**src/rtl/xor_stream_checksum_pkg.sv**
```systemverilog
// Shared types and helpers for the streaming XOR checksum engine.
package xor_pkg;

  // FSM states of the checksum engine.
  typedef enum logic [1:0] {
    IDLE  = 2'b00,
    ACCUM = 2'b01,
    HOLD  = 2'b10
  } state_e;

  // Fold modes as seen on the mode input; 2'b11 is reserved and folded into MODE_XOR.
  typedef enum logic [1:0] {
    MODE_XOR    = 2'b00,
    MODE_XNOR   = 2'b01,
    MODE_ROTXOR = 2'b10
  } mode_e;

  // Widest word the rotate helper supports.
  localparam int ROT_MAX_W = 64;

  // Rotate the low w bits of v left by one; bits at and above w come back as zero.
  function automatic logic [ROT_MAX_W-1:0] rotl1(input logic [ROT_MAX_W-1:0] v, input int w);
    logic [ROT_MAX_W-1:0] mask;
    mask = (ROT_MAX_W'(1) << w) - ROT_MAX_W'(1);
    return ((v << 1) | (v >> (w - 1))) & mask;
  endfunction

endpackage

```
**src/rtl/xor_stream_checksum_fold_step.sv**
```systemverilog
// Combinational fold of one input word into the running accumulator.
module xor_fold_step
  import xor_pkg::*;
#(
  parameter int WIDTH = 8
) (
  input  logic [WIDTH-1:0] acc_i,
  input  logic [WIDTH-1:0] data_i,
  input  mode_e            mode_i,
  output logic [WIDTH-1:0] acc_o
);

  // Plain XOR for XOR/XNOR (the XNOR inversion is applied once at the end), rotate-then-XOR otherwise.
  always_comb begin
    // NOTE: assign a default before any branch so every path drives acc_o and no latch is inferred.
    acc_o = acc_i ^ data_i;
    if (mode_i == MODE_ROTXOR) begin
      acc_o = WIDTH'(rotl1(ROT_MAX_W'(acc_i), WIDTH)) ^ data_i;
    end
  end

endmodule

```
**src/rtl/xor_stream_checksum.sv**
```systemverilog
// Streaming XOR checksum engine: folds a packet of words into a checksum and
// presents sum, parity, word count and overflow on a held output handshake.
module xor_stream_checksum
  import xor_pkg::*;
#(
  parameter int WIDTH = 8,
  parameter int CNT_W = 8
) (
  input  logic             clk,
  input  logic             rst_n,
  input  logic [1:0]       mode,
  input  logic             in_valid,
  input  logic [WIDTH-1:0] in_data,
  input  logic             in_last,
  output logic             in_ready,
  output logic             out_valid,
  input  logic             out_ready,
  output logic [WIDTH-1:0] out_sum,
  output logic             out_parity,
  output logic [CNT_W-1:0] out_count,
  output logic             out_ovf
);

  localparam logic [CNT_W-1:0] CNT_MAX = '1;
  localparam logic [CNT_W-1:0] CNT_ONE = CNT_W'(1);

  state_e           state_q, state_d;
  mode_e            mode_q, mode_d;
  logic [WIDTH-1:0] acc_q, acc_d;
  logic [CNT_W-1:0] count_q, count_d;
  logic             ovf_q, ovf_d;
  logic             in_ready_q, in_ready_d;
  logic             out_valid_q, out_valid_d;
  logic [WIDTH-1:0] out_sum_q, out_sum_d;
  logic             out_parity_q, out_parity_d;
  logic [CNT_W-1:0] out_count_q, out_count_d;
  logic             out_ovf_q, out_ovf_d;

  logic             accept;
  logic             enter_hold;
  logic [WIDTH-1:0] fold_acc;
  mode_e            mode_in;

  assign accept     = in_valid && in_ready_q;
  assign enter_hold = accept && in_last && (state_q != HOLD);
  assign mode_in    = (mode == 2'b11) ? MODE_XOR : mode_e'(mode);

  xor_fold_step #(
    .WIDTH (WIDTH)
  ) u_fold (
    .acc_i  (acc_q),
    .data_i (in_data),
    .mode_i (mode_q),
    .acc_o  (fold_acc)
  );

  // State and datapath registers; reset discards any partial packet and pending result.
  always_ff @(posedge clk or negedge rst_n) begin
    if (!rst_n) begin
      state_q      <= IDLE;
      mode_q       <= MODE_XOR;
      acc_q        <= '0;
      count_q      <= '0;
      ovf_q        <= 1'b0;
      in_ready_q   <= 1'b1;
      out_valid_q  <= 1'b0;
      out_sum_q    <= '0;
      out_parity_q <= 1'b0;
      out_count_q  <= '0;
      out_ovf_q    <= 1'b0;
    end else begin
      // NOTE: non-blocking assignments so every register samples pre-edge values regardless of order.
      state_q      <= state_d;
      mode_q       <= mode_d;
      acc_q        <= acc_d;
      count_q      <= count_d;
      ovf_q        <= ovf_d;
      in_ready_q   <= in_ready_d;
      out_valid_q  <= out_valid_d;
      out_sum_q    <= out_sum_d;
      out_parity_q <= out_parity_d;
      out_count_q  <= out_count_d;
      out_ovf_q    <= out_ovf_d;
    end
  end

  // Next-state: start/continue a packet on accepted beats, leave HOLD when the result is taken.
  always_comb begin
    state_d = state_q;
    unique case (state_q)
      IDLE, ACCUM: begin
        if (accept) state_d = in_last ? HOLD : ACCUM;
      end
      HOLD: begin
        if (out_valid_q && out_ready) state_d = IDLE;
      end
      default: state_d = IDLE;
    endcase
  end

  // Accumulator, counter and result registers; outputs only reload when entering HOLD.
  always_comb begin
    mode_d       = mode_q;
    acc_d        = acc_q;
    count_d      = count_q;
    ovf_d        = ovf_q;
    out_valid_d  = out_valid_q;
    out_sum_d    = out_sum_q;
    out_parity_d = out_parity_q;
    out_count_d  = out_count_q;
    out_ovf_d    = out_ovf_q;

    if (accept && state_q == IDLE) begin
      acc_d   = in_data;
      count_d = CNT_ONE;
      mode_d  = mode_in;
      ovf_d   = 1'b0;
    end else if (accept && state_q == ACCUM) begin
      acc_d = fold_acc;
      if (count_q == CNT_MAX) begin
        ovf_d = 1'b1;
      end else begin
        count_d = count_q + CNT_ONE;
      end
    end

    if (enter_hold) begin
      out_sum_d    = (mode_d == MODE_XNOR) ? ~acc_d : acc_d;
      out_parity_d = ^out_sum_d;
      out_count_d  = count_d;
      out_ovf_d    = ovf_d;
      out_valid_d  = 1'b1;
    end else if (state_q == HOLD && out_ready) begin
      out_valid_d = 1'b0;
    end
  end

  // Input ready is registered from the next state only, so out_ready never reaches it combinationally.
  always_comb begin
    in_ready_d = (state_d != HOLD);
  end

  assign in_ready   = in_ready_q;
  assign out_valid  = out_valid_q;
  assign out_sum    = out_sum_q;
  assign out_parity = out_parity_q;
  assign out_count  = out_count_q;
  assign out_ovf    = out_ovf_q;

endmodule

```
**config.mk**
```make
export PLATFORM = sky130hd
export DESIGN_NAME = xor_stream_checksum
export DESIGN_NICKNAME = d
export VERILOG_FILES = /design/src/rtl/xor_stream_checksum_pkg.sv /design/src/rtl/xor_stream_checksum_fold_step.sv /design/src/rtl/xor_stream_checksum.sv
export SDC_FILE = /design/constraint.sdc
export NUM_CORES = 1
export LEC_CHECK = 0
export BUFFER_PORTS_ARGS = -buffer_cell sky130_fd_sc_hd__clkbuf_2
export CORE_UTILIZATION = 55
export CTS_CLUSTER_DIAMETER = 50
export DETAILED_ROUTE_END_ITERATION = 8
export PLACE_DENSITY_LB_ADDON = 0.3
export SLEW_MARGIN = 5
export SYNTH_ARGS = -nofsm -noshare
export SYNTH_HDL_FRONTEND = slang
export SYNTH_SLANG_ARGS = --single-unit
```
**constraint.sdc**
```tcl
create_clock -name clk -period 5.7 [get_ports clk]
set_input_delay 0.57 -clock clk [delete_from_list [all_inputs] [get_ports clk]]
set_output_delay 0.57 -clock clk [all_outputs]
set_load 0.02 [all_outputs]
```
==> Yosys cells after proc, flatten, opt, wreduce, memory -nomap -nowiden <==
Cells that the tools add are included.
{ "word_totals": {"word_cells": 53, "register_bits": 41} }
{ "classes": {"addsub": 1, "mux": 18, "n_eq_ne": 8, "bitwise_logic": 4, "reduce_logical": 11} }
{ "ops": {"columns": ["cell", "n"], "rows": [
  ["8-bit 2-to-1 mux", 7],
  ["8-bit bitwise XOR", 2],
  ["2-bit 2-to-1 mux", 5],
  ["8-bit by 1-bit adder with 8-bit output, second input constant", 1],
  ["8-bit == test, second input constant", 1],
  ["8-bit inverter", 1],
  ["8-bit by 1-bit bitwise OR with 8-bit output", 1],
  ["8-bit parity", 1],
  ["1-bit logical AND", 7],
  ["2-bit == test, second input constant", 3],
  ["1-bit 2-to-1 mux", 5],
  ["2-bit by 1-bit == test with 1-bit output, second input constant", 2],
  ["2-bit != test, second input constant", 2],
  ["2-bit one-hot mux with 2 select lines", 1],
  ["2-bit logical NOT", 1],
  ["2-bit nonzero test", 1],
  ["2-bit OR reduction", 1]
]} }

==> Depth between registers and ports, before layout <==
{ "depth": {"depth_word": 8, "ltp_mapped": 9} }

==> Modules after synthesis <==
A second synthesis with hierarchy kept.
{ "hier_totals": {"hier_cells": 221, "hier_area_um2": 2292.2} }
{ "by_module_without_submodules": {"columns": ["mod", "area_each_um2", "instances", "cells_each", "seq_area_each_um2"], "rows": [
  ["xor_stream_checksum", 2117.0, 1, 203, 1027.2],
  ["xor_fold_step", 175.2, 1, 18, 0.0]
]} }

==> Least setup slack after synthesis <==
OpenSTA, ideal clock, no wires.
{ "synth_timing": {"path_type": "input -> register", "startpoint": "input in_valid", "endpoint": "register out_parity_q (netlist: out_parity)", "arrival_ns": 2.123, "path_buffers": 2, "path_stages": 9, "setup_slack_ns": 3.499, "required_ns": 5.623, "setup_time_ns": 0.077, "path_cell_list": "and3b_1 buf_6 buf_6 mux2i_1 o2bb2ai_1 a221oi_2 xnor2_1 xnor3_1 a21oi_1"} }
{ "synth_via": {"elab_chain_len": 7, "elab_cells_between_ends": 12} }
{ "synth_rtl": {"columns": ["element", "line", "source"], "rows": [
  ["start: declaration", "xor_stream_checksum.sv:12", "input logic in_valid,"],
  ["1-bit logical AND (*)", "xor_stream_checksum.sv:44", "assign accept = in_valid && in_ready_q;"],
  ["1-bit logical AND", "xor_stream_checksum.sv:118", "end else if (accept && state_q == ACCUM) begin"],
  ["8-bit 2-to-1 mux", "xor_stream_checksum.sv:118", null],
  ["8-bit 2-to-1 mux", "xor_stream_checksum.sv:113", "if (accept && state_q == IDLE) begin"],
  ["8-bit inverter", "xor_stream_checksum.sv:128", "out_sum_d = (mode_d == MODE_XNOR) ? ~acc_d : acc_d;"],
  ["8-bit 2-to-1 mux", "xor_stream_checksum.sv:128", null],
  ["8-bit parity", "xor_stream_checksum.sv:129", "out_parity_d = ^out_sum_d;"],
  ["end signal: assignment", "xor_stream_checksum.sv:81", "out_parity_q <= out_parity_d;"],
  ["end: declaration", "xor_stream_checksum.sv:35", "logic out_parity_q, out_parity_d;"]
]} }
Every way passes the cells marked *; elsewhere a longest branch is shown, timed or not.
A chain may end at the register's enable or synchronous reset.

==> Final worst setup path <==
{ "layout_timing": {"startpoint": "register in_ready_q (netlist: in_ready)", "endpoint": "register out_parity_q (netlist: out_parity)"} }
{ "layout_via": {"elab_chain_len": 7, "elab_cells_between_ends": 12} }
{ "layout_rtl": {"columns": ["element", "line", "source"], "rows": [
  ["start: declaration", "xor_stream_checksum.sv:32", "logic in_ready_q, in_ready_d;"],
  ["start signal: assignment", "xor_stream_checksum.sv:78", "in_ready_q <= in_ready_d;"],
  ["1-bit logical AND (*)", "xor_stream_checksum.sv:44", null],
  ["1-bit logical AND", "xor_stream_checksum.sv:118", null],
  ["8-bit 2-to-1 mux", "xor_stream_checksum.sv:118", null],
  ["8-bit 2-to-1 mux (*)", "xor_stream_checksum.sv:113", null],
  ["named net acc_d[3]", "xor_stream_checksum.sv:29", "logic [WIDTH-1:0] acc_q, acc_d;"],
  ["8-bit inverter", "xor_stream_checksum.sv:128", null],
  ["8-bit 2-to-1 mux (*)", "xor_stream_checksum.sv:128", null],
  ["8-bit parity (*)", "xor_stream_checksum.sv:129", null]
]} }
Mark *: on every way through the listed nets, which the timed path passes. The rest lies on a longest branch.

==> run_results.csv <==
group,metric,value,unit
run_status,status,"complete, no violations",
sta,skew,3.66,ps
final_layout,layout.cells.non_filler,301,
floorplanning,core,4000,µm²
placed_design,gp_congestion,0.860,
sta,slew_headroom,34.0,%
global_routing,grt_max_degree,42,
floorplanning,chipHeight,66.7,µm
detailed_routing,topRoutingLayerUsed,"met4",
power_and_ir_drop,internal-power,0.835,mW
floorplanning,die-area,4440,µm²
detailed_routing,drtPass1Iterations,4,
final_layout,nets,267,
logic_synthesis,ys_seq_area_share,44.7,%
clock_network,cts_resized,0,
logic_synthesis,syn_nets,240,
logic_synthesis,synthFlopType,"dfrtp_1",
clock_network,cts_setup_buffers,0,
detailed_routing,wl_per_cell,15.4,µm
power_and_ir_drop,power_frac_comb,51.3,%
final_layout,syn_to_final_growth,9.96,%
sta,post-route-period-util,49.2,%
logic_synthesis,synthCells,224,
logic_synthesis,syn_area,2300,µm²
detailed_routing,drt-met1-wl,2160,µm
min_path,hp-class,"input pin to async pin",
power_and_ir_drop,clkPwrFrac,12.8,%
floorplanning,start_util,57.5,%
sta,finalCriticalPeriod,2810,ps
sta,setup_ws,2890,ps
logic_synthesis,synth_cell_types,48,
sta,hold_violations,0,
power_and_ir_drop,p_sw_share,43.5,%
power_and_ir_drop,p_seq_share,35.9,%
detailed_routing,routed_wl,4650,µm
detailed_routing,vias,1804,
worst_setup_path,cp-end-kind,"flip-flop",
worst_setup_path,crit_required,5920,ps
logic_synthesis,synth_top_area_share,43.5,%
global_routing,grt_pass1_vias,1630,
placed_design,dp.cells,294,
final_layout,fill_cells,322,
worst_setup_path,crit_path_start_kind,"flip-flop",
worst_setup_path,worstSetupPathType,"flip-flop to flip-flop",
logic_synthesis,ys.warnings.count,0,
power_and_ir_drop,switching_power,0.643,mW
global_routing,grt_overflow,0,
power_and_ir_drop,finalPower,1.48,mW
sta,tightest_slew,990,ps
floorplanning,pin_count,35,
clock_network,htree_levels,2,
sta,fmax,356,MHz
placed_design,dp_hpwl,3150,µm
logic_synthesis,async_reset_ff_share,100,%
logic_synthesis,synth_edf_count,0,
power_and_ir_drop,powerDensity,585,nW/µm²
floorplanning,fp.dieW,66.7,µm
logic_synthesis,synth.avg_cell_area,10.3,µm²
detailed_routing,drt_iter0_drc,150,
global_routing,grt_antenna_before_repair,0,
detailed_routing,drc,0,
clock_network,clockBufferDepth,2,
sta,setup_viol,0,
sta,maxSlewViolCount,0,
final_layout,drive_gt1_share,25.9,%
detailed_routing,wl_met3,224,µm
clock_network,clock-root-buffer,"clkbuf_8",
global_routing,grt_pass1_wl,7580,µm
placed_design,pre_cts_ws,2780,ps
detailed_routing,wl_met2,2190,µm
logic_synthesis,ys_ff_latch,41,
final_layout,antennaDiodeCount,0,
flow_run,drv_cap,0,
clock_network,cts_tree,"yes",
logic_synthesis,synth_top_area_cell,"dfrtp_1",
global_routing,grt_usage,23.2,%
floorplanning,rows,23,
sta,holdWs,431,ps
power_and_ir_drop,p_leak,1.11,nW
clock_network,cts.reportedPaths.clkPinSlew,70,ps
detailed_routing,ant_nets,0,
clock_network,cts_buffers,5,
logic_synthesis,ys_top_cells_by_area,"dfrtp_1, mux2_2, a21oi_1",
power_and_ir_drop,max-vdd-ir-drop,300,µV
detailed_routing,routed_via_density,5.99,
clock_network,hold_buffers,0,
placed_design,port-buffer-count,34,
sta,setup_tns,0,ps
sta,rsz0062_at_grt,"false",
worst_setup_path,cp_max_fo,26,
clock_network,clock_latency,290,ps
worst_setup_path,critPathArrivalTime,3020,ps
clock_network,clkSinkCount,41,
flip-flops by register name (all words and copies together) (netlist names):
name and flops:
in_ready 1, state_q 2, out_ovf 1, count_q 8, ovf_q 1, out_count 8
out_parity 1, acc_q 8, mode_q 2, out_valid 1, out_sum 8
final timing paths:
kind | start | to | slack [ps] | depth (start not counted)
max reg2reg | in_ready$_DFF_PN1_ | out_parity$_DFFE_PN0P_ | 2890 | 7
max in group asynchronous | rst_n | mode_q[1]$_DFF_PN0_ | 4670 | 1
max | in_ready$_DFF_PN1_ | out_parity$_DFFE_PN0P_ | 2890 | 7
min in group clk | mode[0] | mode_q[1]$_DFF_PN0_ | 500 | 2
min reg2reg | out_count[3]$_DFFE_PN0P_ | out_count[3]$_DFFE_PN0P_ | 510 | 1
min | rst_n | out_sum[5]$_DFFE_PN0P_ | 430 | 1
cell type report:
type | instances | area [µm²] | area share [%]
multi-input cells | 161 | 1140 | 45.3
repair buffers | 35 | 178 | 7.03
clock inverters | 1 | 7.51 | 0.297
inverters | 7 | 26.3 | 1.04
clock buffers | 6 | 82.6 | 3.27
well taps | 50 | 62.6 | 2.47
flip-flops and latches | 41 | 1030 | 40.6
placed cells by master, fill, tap and decap left out, types with 4 or more instances in the layout:
master / count
xor2_1: 5
nand3_1: 7
mux2_2: 9
dfrtp_1: 40
o2111ai_1: 5
o311ai_2: 5
a21oi_1: 20
clkbuf_8: 6
inv_1: 7
o21ai_0: 14
xnor2_1: 8
clkbuf_2: 34
nor2_1: 20
and3b_1: 4
nand2_1: 17
cells in the mapped netlist (2+ instances only):
library cell	number
a211oi_2	2
nand2_1	17
and3_1	2
o21ai_1	2
o2bb2ai_1	3
and3b_1	4
o311ai_2	5
xor2_1	5
nand3_1	7
a22o_1	2
a22oi_1	3
a221oi_2	3
nand3b_1	2
a21oi_1	20
nor2_1	20
buf_2	3
clkbuf_1	5
mux2_2	9
xnor2_1	8
a31oi_1	2
o2111ai_1	5
nor4bb_1	3
mux2i_1	2
buf_6	5
dfrtp_1	40
inv_1	7
o21ai_0	14
o31ai_1	2
o21a_1	3
power by group through the flow:
stage	registers (mW)	clock network, mW	logic [mW]
CTS	0.527	0.197	0.758
detailed placement	0.530	0	0.754
floorplan	0.544	0	0.600
global route	0.549	0.206	0.826
global placement	0.528	0	0.735
finish	0.530	0.190	0.758
metal layers:
layer | vias to the layer above | track usage (%)
met2 | 53 | 35.1
li1 | 875 | -
met5 | - | 0
met3 | 8 | 4.62
met4 | 0 | 11.2
met1 | 868 | 31.7
stage by stage:
stage / utilization [%] / instance area (µm²)
after global placement: 61.0 / 2440
after global routing: 63.2 / 2530
after detailed placement: 61.0 / 2440
after floorplan: - / 2300
after CTS: 63.2 / 2530
final: 63.2 / 2530
cells by family after synthesis:
| kind of cell | after synthesis | share of synthesized area (%) |
|---|---|---|
| muxes | 11 | 5.28 |
| and+or+nand+nor | 63 | 14.5 |
| adders and majority gates | 1 | 0.544 |
| DFF | 41 | 44.7 |
| xor gates and xnor gates | 14 | 5.93 |
| AOI/OAI and AO/OA | 72 | 23.6 |
| buffers and inverters | 22 | 5.55 |
critical path: stages (launching register included):
cell and delay [ps]:
dfstp_2 550, and3b_1 740, and3_1 280, a21oi_1 50
o311ai_2 370, xnor2_1 170, xnor3_1 410, a21oi_1 160
Power figures use the tool's default switching activity.
